### config.mk
export PLATFORM = sky130hd
export DESIGN_NAME = pf_refill_arbiter_flat
export DESIGN_NICKNAME = d
export VERILOG_FILES = /design/src/rtl/pf_refill_arbiter_if.sv /design/src/rtl/pf_refill_arbiter.sv /design/src/flat_wrapper.sv
export SDC_FILE = /design/constraint.sdc
export NUM_CORES = 1
export LEC_CHECK = 0
export BUFFER_PORTS_ARGS = -buffer_cell sky130_fd_sc_hd__buf_2
export CAP_MARGIN = 40
export CORE_ASPECT_RATIO = 0.75
export CORE_MARGIN = 2
export CORE_UTILIZATION = 35
export CTS_BUF_LIST = sky130_fd_sc_hd__clkbuf_8
export DETAILED_ROUTE_END_ITERATION = 8
export PLACE_DENSITY = 0.7
export SLEW_MARGIN = 20
export SYNTH_ARGS = -nofsm -noshare
export SYNTH_HDL_FRONTEND = slang
export SYNTH_SLANG_ARGS = --single-unit
### constraint.sdc
create_clock -name clk -period 7.8 [get_ports clk]
set_clock_uncertainty 0.1 [all_clocks]
set_input_delay 0 -clock clk [delete_from_list [all_inputs] [get_ports clk]]
set_output_delay 0 -clock clk [all_outputs]
set_load 0.02 [all_outputs]
### src/rtl/pf_refill_arbiter_if.sv
// Handshake bundle between the refill arbiter, the cache miss path, the prefetcher and memory.
// The master modport is the arbiter's view; slave is the surrounding environment's view.
interface pf_refill_arbiter_if #(
    parameter int LINE_WIDTH = 256,
    parameter int BEAT_WIDTH = 32
);
    logic                  dm_req_valid;
    logic [31:0]           dm_req_addr;
    logic                  dm_req_ready;
    logic                  dm_resp_valid;
    logic [LINE_WIDTH-1:0] dm_resp_data;
    logic                  pf_valid;
    logic [31:0]           pf_addr;
    logic                  pf_answer;
    logic                  pf_fill_valid;
    logic [31:0]           pf_fill_addr;
    logic [LINE_WIDTH-1:0] pf_fill_data;
    logic                  mem_rd_req;
    logic [31:0]           mem_rd_addr;
    logic                  mem_rd_gnt;
    logic                  mem_rd_valid;
    logic [BEAT_WIDTH-1:0] mem_rd_data;

    modport master (
        input  dm_req_valid, dm_req_addr, pf_valid, pf_addr,
               mem_rd_gnt, mem_rd_valid, mem_rd_data,
        output dm_req_ready, dm_resp_valid, dm_resp_data,
               pf_answer, pf_fill_valid, pf_fill_addr, pf_fill_data,
               mem_rd_req, mem_rd_addr
    );

    modport slave (
        output dm_req_valid, dm_req_addr, pf_valid, pf_addr,
               mem_rd_gnt, mem_rd_valid, mem_rd_data,
        input  dm_req_ready, dm_resp_valid, dm_resp_data,
               pf_answer, pf_fill_valid, pf_fill_addr, pf_fill_data,
               mem_rd_req, mem_rd_addr
    );
endinterface

### src/rtl/pf_refill_arbiter.sv
// Shares one line-refill read port between demand misses (priority) and prefetches,
// merging a demand into an in-flight prefetch of the same line.
module pf_refill_arbiter #(
    parameter int LINE_WIDTH = 256,
    parameter int BEAT_WIDTH = 32
) (
    input  logic                clk,
    input  logic                reset,
    pf_refill_arbiter_if.master bus
);
    localparam int BEATS    = LINE_WIDTH / BEAT_WIDTH;
    localparam int OFF_BITS = $clog2(LINE_WIDTH / 8);
    localparam int CNT_W    = $clog2(BEATS);
    localparam logic [31:0] OFF_MASK = 32'((1 << OFF_BITS) - 1);

    typedef enum logic [2:0] {IDLE, DM_REQ, DM_DATA, PF_REQ, PF_DATA, RESP} state_t;

    state_t                state, state_next;
    logic [31:0]           line_addr;
    logic [CNT_W-1:0]      beat_cnt;
    logic                  merged;
    logic                  xfer_pf;
    logic [LINE_WIDTH-1:0] line_buf;
    logic [LINE_WIDTH-1:0] line_next;
    logic [LINE_WIDTH-1:0] resp_data;
    logic [31:0]           fill_addr;

    logic dm_ready, answer, rd_req;
    logic accept_dm, accept_pf, merge_hit, beat_en, last_beat;

    function automatic logic [31:0] line_of(input logic [31:0] a);
        return a & ~OFF_MASK;
    endfunction

    always_ff @(posedge clk) begin
        if (reset) state <= IDLE;
        else       state <= state_next;
    end

    always_comb begin
        state_next = state;
        dm_ready   = 1'b0;
        answer     = 1'b0;
        rd_req     = 1'b0;
        accept_dm  = 1'b0;
        accept_pf  = 1'b0;
        merge_hit  = 1'b0;
        beat_en    = 1'b0;
        last_beat  = (beat_cnt == CNT_W'(BEATS - 1));
        case (state)
            IDLE: begin
                if (bus.dm_req_valid) begin
                    dm_ready   = 1'b1;
                    accept_dm  = 1'b1;
                    state_next = DM_REQ;
                    // A same-line prefetch is redundant with the demand: answer and drop it.
                    answer = bus.pf_valid && (line_of(bus.pf_addr) == line_of(bus.dm_req_addr));
                end else if (bus.pf_valid) begin
                    answer     = 1'b1;
                    accept_pf  = 1'b1;
                    state_next = PF_REQ;
                end
            end
            DM_REQ, PF_REQ: begin
                rd_req = 1'b1;
                if (bus.mem_rd_gnt) state_next = (state == DM_REQ) ? DM_DATA : PF_DATA;
            end
            DM_DATA, PF_DATA: begin
                beat_en = bus.mem_rd_valid;
                if (beat_en && last_beat) state_next = RESP;
            end
            RESP:    state_next = IDLE;
            default: state_next = IDLE;
        endcase
        if ((state == PF_REQ || state == PF_DATA) && bus.dm_req_valid && !merged &&
            line_of(bus.dm_req_addr) == line_addr) begin
            merge_hit = 1'b1;
            dm_ready  = 1'b1;
        end
        if (reset) begin
            dm_ready = 1'b0;
            answer   = 1'b0;
            rd_req   = 1'b0;
        end
    end

    always_comb begin
        line_next = line_buf;
        for (int i = 0; i < BEATS; i++) begin
            if (beat_cnt == CNT_W'(i)) line_next[i*BEAT_WIDTH +: BEAT_WIDTH] = bus.mem_rd_data;
        end
    end

    always_ff @(posedge clk) begin
        if (reset) begin
            line_addr <= '0;
            beat_cnt  <= '0;
            merged    <= 1'b0;
            xfer_pf   <= 1'b0;
            resp_data <= '0;
            fill_addr <= '0;
        end else begin
            if (accept_dm) begin
                line_addr <= line_of(bus.dm_req_addr);
                xfer_pf   <= 1'b0;
            end else if (accept_pf) begin
                line_addr <= line_of(bus.pf_addr);
                xfer_pf   <= 1'b1;
            end
            if (merge_hit)          merged <= 1'b1;
            else if (state == RESP) merged <= 1'b0;
            if (beat_en) begin
                beat_cnt <= beat_cnt + CNT_W'(1);
                // Capture the completed line so outputs hold steady while the next refill assembles.
                if (last_beat) begin
                    resp_data <= line_next;
                    if (xfer_pf) fill_addr <= line_addr;
                end
            end
        end
    end

    always_ff @(posedge clk) begin
        if (beat_en) line_buf <= line_next;
    end

    assign bus.dm_req_ready  = dm_ready;
    assign bus.pf_answer     = answer;
    assign bus.mem_rd_req    = rd_req;
    assign bus.mem_rd_addr   = rd_req ? line_addr : '0;
    assign bus.dm_resp_valid = !reset && (state == RESP) && (!xfer_pf || merged);
    assign bus.pf_fill_valid = !reset && (state == RESP) && xfer_pf;
    assign bus.dm_resp_data  = resp_data;
    assign bus.pf_fill_data  = resp_data;
    assign bus.pf_fill_addr  = fill_addr;
endmodule
### src/flat_wrapper.sv
// flat-port wrapper written by rule: the top's interface ports become plain ports
module pf_refill_arbiter_flat 
#(
    parameter int LINE_WIDTH = 256,
    parameter int BEAT_WIDTH = 32
)
  (clk, reset, bus_dm_req_valid, bus_dm_req_addr, bus_pf_valid, bus_pf_addr, bus_mem_rd_gnt, bus_mem_rd_valid, bus_mem_rd_data, bus_dm_req_ready, bus_dm_resp_valid, bus_dm_resp_data, bus_pf_answer, bus_pf_fill_valid, bus_pf_fill_addr, bus_pf_fill_data, bus_mem_rd_req, bus_mem_rd_addr);
  pf_refill_arbiter_if #(.LINE_WIDTH(LINE_WIDTH), .BEAT_WIDTH(BEAT_WIDTH)) bus_i ();
  input  logic clk;
  input  logic reset;
  input wire logic [$bits(bus_i.dm_req_valid)-1:0] bus_dm_req_valid;
  input wire logic [$bits(bus_i.dm_req_addr)-1:0] bus_dm_req_addr;
  input wire logic [$bits(bus_i.pf_valid)-1:0] bus_pf_valid;
  input wire logic [$bits(bus_i.pf_addr)-1:0] bus_pf_addr;
  input wire logic [$bits(bus_i.mem_rd_gnt)-1:0] bus_mem_rd_gnt;
  input wire logic [$bits(bus_i.mem_rd_valid)-1:0] bus_mem_rd_valid;
  input wire logic [$bits(bus_i.mem_rd_data)-1:0] bus_mem_rd_data;
  output wire logic [$bits(bus_i.dm_req_ready)-1:0] bus_dm_req_ready;
  output wire logic [$bits(bus_i.dm_resp_valid)-1:0] bus_dm_resp_valid;
  output wire logic [$bits(bus_i.dm_resp_data)-1:0] bus_dm_resp_data;
  output wire logic [$bits(bus_i.pf_answer)-1:0] bus_pf_answer;
  output wire logic [$bits(bus_i.pf_fill_valid)-1:0] bus_pf_fill_valid;
  output wire logic [$bits(bus_i.pf_fill_addr)-1:0] bus_pf_fill_addr;
  output wire logic [$bits(bus_i.pf_fill_data)-1:0] bus_pf_fill_data;
  output wire logic [$bits(bus_i.mem_rd_req)-1:0] bus_mem_rd_req;
  output wire logic [$bits(bus_i.mem_rd_addr)-1:0] bus_mem_rd_addr;
  assign bus_i.dm_req_valid = bus_dm_req_valid;
  assign bus_i.dm_req_addr = bus_dm_req_addr;
  assign bus_i.pf_valid = bus_pf_valid;
  assign bus_i.pf_addr = bus_pf_addr;
  assign bus_i.mem_rd_gnt = bus_mem_rd_gnt;
  assign bus_i.mem_rd_valid = bus_mem_rd_valid;
  assign bus_i.mem_rd_data = bus_mem_rd_data;
  assign bus_dm_req_ready = bus_i.dm_req_ready;
  assign bus_dm_resp_valid = bus_i.dm_resp_valid;
  assign bus_dm_resp_data = bus_i.dm_resp_data;
  assign bus_pf_answer = bus_i.pf_answer;
  assign bus_pf_fill_valid = bus_i.pf_fill_valid;
  assign bus_pf_fill_addr = bus_i.pf_fill_addr;
  assign bus_pf_fill_data = bus_i.pf_fill_data;
  assign bus_mem_rd_req = bus_i.mem_rd_req;
  assign bus_mem_rd_addr = bus_i.mem_rd_addr;
  pf_refill_arbiter #(.LINE_WIDTH(LINE_WIDTH), .BEAT_WIDTH(BEAT_WIDTH)) u_core (.clk(clk), .reset(reset), .bus(bus_i));
endmodule
## Word-level counts from Yosys, hierarchy flattened

Index checks and enable logic that the tools add are counted.

- Register bits: 574
- Output and inout bits: 581

- Add/sub/neg operators: 1
- Equal/unequal tests: 17
- Muxes and demuxes: 33
- Reduce and logical (&&, ||, !) cells: 23

Operators by type and width:

| cell | number |
|---|---|
| 32-bit two-way mux | 11 |
| 27-bit == test | 2 |
| 3-bit == test (second input constant) | 6 |
| 1-bit two-way mux | 16 |
| 3-bit two-way mux | 5 |
| 3-bit by 2-bit == test with 1-bit output (second input constant) | 4 |
| 3-bit case mux with 3 select lines | 1 |
| 1-bit logical AND | 8 |
| 3-bit by 1-bit == test with 1-bit output (second input constant) | 2 |
| 3-bit zero test | 2 |
| 3-bit AND reduction | 2 |
| 2-bit OR reduction | 3 |
| 2-bit nonzero test | 2 |
| 3-bit by 1-bit adder with 3-bit output (second input constant) | 1 |
| 1-bit zero test | 3 |
| 3-bit inequality test (second input constant) | 1 |
| 1-bit logical OR | 2 |
| 2-bit by 1-bit inequality test with 1-bit output (second input constant) | 1 |
| 2-bit inequality test (second input constant) | 1 |
| 2-bit AND reduction | 1 |

## Longest topological paths before layout

- Depth in word-level cells: 7
- Depth in mapped cells: 9
- Mapped depth without buffers: 7

## Worst setup path after synthesis

OpenSTA, ideal clock, no wires.

- Path kind: flip-flop to flip-flop
- From: reg u_core.state[2]
- To: reg u_core.resp_data[215] (netlist: u_core.bus.dm_resp_data[215])
- Library setup time: 0.132 ns
- Arrival time: 7.376 ns
- Required time: 7.568 ns
- Path slack: 0.192 ns
- Stages on the path, launching flop included: 8
- Path through: dfxtp_1 -> xnor2_1 -> nor3b_4 -> nand2_1 -> buf_2 -> buf_2 -> nand2_1 -> a21oi_1

- Cells in the longest elaborated chain, start to end: 4

Ends and longest elaborated chain:

| item | line | RTL |
|---|---|---|
| start: declaration | pf_refill_arbiter.sv:18 | `state_t state, state_next;` |
| start signal: assignment | pf_refill_arbiter.sv:37 | `else state <= state_next;` |
| 3-bit by 2-bit == test with 1-bit output or 3-bit == test (tied branches) | pf_refill_arbiter.sv:50 | `case (state)` |
| 2-bit OR reduction * | pf_refill_arbiter.sv:50 |  |
| 1-bit two-way mux * | pf_refill_arbiter.sv:50 |  |
| 2-bit AND reduction (no line) * | -- |  |
| end signal: assignment | pf_refill_arbiter.sv:116 | `resp_data <= line_next;` |
| end: declaration | pf_refill_arbiter.sv:25 | `logic [LINE_WIDTH-1:0] resp_data;` |

Mark *: on every way between the ends. The rest lies on a longest branch, timed or not.
A chain may end at the register's enable or synchronous reset.

## Worst setup path in the final report

- From: reg u_core.beat_cnt[0]
- To: reg u_core.resp_data[232] (netlist: u_core.bus.dm_resp_data[232])

- Cells in the longest elaborated chain, start to end: 2

Ends and longest elaborated chain:

| item | line | RTL |
|---|---|---|
| start: declaration | pf_refill_arbiter.sv:20 | `logic [CNT_W-1:0] beat_cnt;` |
| start signal: assignment | pf_refill_arbiter.sv:113 | `beat_cnt <= beat_cnt + CNT_W'(1);` |
| 3-bit == test * | pf_refill_arbiter.sv:49, pf_refill_arbiter.sv:90 |  |
| 32-bit two-way mux or 2-bit AND reduction (tied branches) | -- |  |

Marked as above.

==> impl_summary.log <==
INFO  metric outcome = finished, final reports clean
INFO  metric post_synth_xor_area_fraction = 0.0208
INFO  metric power-per-cell-area = 263 nW/um2
INFO  metric post-synth-top-area-fraction = 0.285
INFO  metric post_drt_via_cell_ratio = 4.84
INFO  metric power.switching_fraction = 0.287
INFO  metric seq_power_share = 0.473
INFO  metric synth-simple-area-share = 0.117
INFO  metric grt_remaining_overflow = 0
INFO  metric grt_first_pass_wirelength = 103000 um
INFO  metric power.internal = 5.40 mW
INFO  metric postRouteAntennaNets = 0
INFO  metric setup_slack = 4240 ps
INFO  metric timing.final.setup_violations = 0
INFO  metric synth_top_cells_by_count = sky130_fd_sc_hd__nand2_1 (552), sky130_fd_sc_hd__dfxtp_1 (318), sky130_fd_sc_hd__a21oi_1 (289), sky130_fd_sc_hd__buf_4 (270)
INFO  metric cts_max_path_buffers = 3
INFO  metric cap_violations = 0
INFO  metric globalplace.congestion = 0.900
INFO  metric place.detailed.hpwl = 45000 um
INFO  metric startpoint_type = flip-flop
INFO  metric ys_warn_count = 0
INFO  metric endpoint_class_of_the_critical_path = flip-flop
INFO  metric synth_fa_ha_area_frac = 0.00318
INFO  metric fmaxAchievable = 0.281 GHz
INFO  metric grt_use_met3 = 0.0376
INFO  metric fraction_of_final_layout_cells_with_drive_strength_greater_than_1 = 0.374
INFO  metric die_area = 69500 um2
INFO  metric synth_edf_count = 224
INFO  metric fin_crit_sh = 0.457
INFO  metric p_leak = 12.0 nW
INFO  metric max_slew_margin = 0.0968
INFO  metric worst_hold_path_type = in2reg
INFO  metric number_of_global_route_vias_before_repair = 16854
INFO  metric synth_ff_type = sky130_fd_sc_hd__dfxtp_1
INFO  metric drc = 0
INFO  metric syn_to_final_growth = 22.2%
INFO  metric nets = 2867
INFO  metric combinationalPowerShare = 0.195
INFO  metric firstDrtPassIters = 5
INFO  metric grt_most_used_layer = met2
INFO  metric report.final.hold_viol_count = 0
INFO  metric setup_tns = 0 ps
INFO  metric signal_arrival_time_at_the_worst_endpoint = 4040 ps
INFO  metric synth_compound_gate_area_share = 0.0723
INFO  metric post_synth_num_cell_types = 36
INFO  metric dominant_combinational_cell_family_by_area_after_synthesis = multiplexers
INFO  metric cts_repair_resize_count = 0
INFO  metric synthTopCellsByArea = sky130_fd_sc_hd__edfxtp_1 (29%), sky130_fd_sc_hd__dfxtp_1 (27%), sky130_fd_sc_hd__mux2_2 (11%)
INFO  metric clk_transition_reported_paths = 70 ps
INFO  metric chipWidth = 304 um
INFO  metric grt_max_degree = 194
INFO  metric net-switching-power = 2.17 mW
INFO  metric cts_htree_levels = 3
INFO  metric syn-cell-area = 23600 um2
INFO  metric critPathKind = reg2reg
INFO  metric globalRouteMet1Util = 0.244
INFO  metric tritoncts = done
INFO  metric final_core_utilization = 0.432
INFO  metric dp_cells = 3440
INFO  metric rsz0062_at_grt = false
INFO  metric num_io_pins = 683
INFO  metric route.detailed.wl_per_inst = 18.7 um
INFO  metric cts-root-buf = sky130_fd_sc_hd__clkbuf_8
INFO  metric drt_iter0_drc = 1223
INFO  metric clock_sinks = 542
INFO  metric critical_path.max_fanout = 71
INFO  metric clkLatencyLatePin = 650 ps
INFO  metric overall_global_routing_usage = 0.190
INFO  metric postSynthCellCount = 2265
INFO  metric routed-via-count = 17983
INFO  metric crit_path_time_final = 3560 ps
INFO  metric placement.io_buffers = 662
INFO  metric synth.area.mux_share = 0.119
INFO  metric synth_sequential_area_ratio = 0.555
INFO  metric nFillCells = 6420
INFO  metric netlist.top_cell.by_area = sky130_fd_sc_hd__edfxtp_1
INFO  metric cts_buffers = 87
INFO  metric synth.most_common_cell = sky130_fd_sc_hd__nand2_1
INFO  metric avgSynthCellArea = 10.4 um2
INFO  metric final_wirelength = 69400 um
INFO  metric worst_ep_required_time = 8280 ps
INFO  metric die-height = 229 um
INFO  metric post_layout_nonfiller_instances = 3716
INFO  metric placement.setup.worst_slack = 4570 ps
INFO  metric ys_seq_elements = 542
INFO  metric ys_async_sr_fraction = 0
INFO  metric antenna_found_initial = 4
INFO  metric timing_max_transition_violations_final = 0
INFO  metric floorplan.initialDensity = 0.353
INFO  metric placement_rows = 82
INFO  metric max-vdd-ir-drop = 0.186 mV
INFO  metric clkPwrFrac = 0.332
INFO  metric max_slew.worst_pin.slew = 1350 ps
INFO  metric core-area = 66700 um2
INFO  metric finalPower = 7.57 mW
INFO  metric gr-usage-met2 = 0.316
critical path: stages, from the launching register on:
cell                            delay, ps
sky130_fd_sc_hd__dfxtp_1              400
sky130_fd_sc_hd__ha_1                 220
sky130_fd_sc_hd__ha_1                 300
sky130_fd_sc_hd__nor4bb_4             280
sky130_fd_sc_hd__buf_4                690
sky130_fd_sc_hd__buf_4                670
sky130_fd_sc_hd__nand2_1              120
sky130_fd_sc_hd__a21oi_1              130
sky130_fd_sc_hd__dlygate4sd3_1        560
layer usage:
metal  vias to the layer above  part of all wire
li1                       8426                 -
met1                      8764              0.43
met2                       646              0.48
met3                       147             0.056
met4                         0             0.036
met5                         -                 0
logic make-up after synthesis:
| kind of cell | after synthesis |
|---|---|
| other | 1 |
| adder cells (fa/ha/maj) | 6 |
| buffers and inverters | 407 |
| XOR/XNOR | 56 |
| flip-flops | 542 |
| AO/OA/AOI/OAI | 324 |
| AND/OR/NAND/NOR | 677 |
| multiplexers | 252 |
power by group through the flow:
stage	clock (mW)	sequential (mW)	combinational [mW]
2_1_floorplan	0	3.60	0.985
3_3_place_gp	0	3.61	1.28
3_5_place_dp	0	3.62	1.34
4_1_cts	2.59	3.56	1.47
5_1_grt	2.72	3.60	1.60
6_report	2.51	3.58	1.48
registers in the layout, indices dropped and copies added (netlist names):
name,count
u_core.bus.dm_resp_data,256
u_core.line_buf,224
u_core.bus.pf_fill_addr,27
u_core.line_addr,27
u_core.beat_cnt,3
u_core.state,3
u_core.merged,1
u_core.xfer_pf,1
placed cells by master, fill, tap and decap left out, types with 8 or more instances in the layout:
cell / instances
sky130_fd_sc_hd__a211oi_1: 30
sky130_fd_sc_hd__dfxtp_1: 318
sky130_fd_sc_hd__clkinv_2: 15
sky130_fd_sc_hd__dlygate4sd3_1: 111
sky130_fd_sc_hd__and2_1: 28
sky130_fd_sc_hd__nor2_1: 34
sky130_fd_sc_hd__nor4_1: 8
sky130_fd_sc_hd__nand3_1: 29
sky130_fd_sc_hd__a21oi_1: 289
sky130_fd_sc_hd__xnor2_1: 23
sky130_fd_sc_hd__nand2_1: 545
sky130_fd_sc_hd__buf_2: 661
sky130_fd_sc_hd__conb_1: 10
sky130_fd_sc_hd__mux2_2: 224
sky130_fd_sc_hd__inv_1: 25
sky130_fd_sc_hd__mux2i_1: 28
sky130_fd_sc_hd__clkbuf_8: 109
sky130_fd_sc_hd__buf_4: 12
sky130_fd_sc_hd__edfxtp_1: 224
sky130_fd_sc_hd__xor2_1: 33
what timing repair did:
item | CTS | global route
setup buffers | 0 | 0
endpoints found under the hold margin | 518 | 0
hold buffers | 111 | 0
path summary, 6_finish.rpt:
path / from / endpoint / slack (ps) / depth (start not counted)
hold / removal: bus_dm_req_addr[15] / u_core.line_addr[15] / 160 / 4
setup / recovery: u_core.beat_cnt[0] / u_core.bus.dm_resp_data[232] / 4240 / 8
setup reg to reg: u_core.beat_cnt[0] / u_core.bus.dm_resp_data[232] / 4240 / 8
hold reg to reg: u_core.bus.pf_fill_addr[9] / u_core.bus.pf_fill_addr[9] / 350 / 2
metrics by stage:
step | cell area (um2) | hold slack, ps
after floorplan | 23600 | 29.6
after global placement | 25600 | 253
after detailed placement | 25800 | 248
after CTS | 28800 | 76.6
after global routing | 28800 | 104
final | 28800 | 157
final cells by class:
cell class / instances / area [um2] / area share
clock inverters: 53 / 312 / 0.0108
repair buffers: 800 / 4860 / 0.169
multi-input cells: 1325 / 7910 / 0.275
clock buffers: 109 / 1500 / 0.0521
inverters: 3 / 11.3 / 0.000391
well taps: 882 / 1100 / 0.0383
diodes: 2 / 5.00 / 0.000174
flip-flops and latches: 542 / 13100 / 0.455
Power figures use the tool's default switching activity.
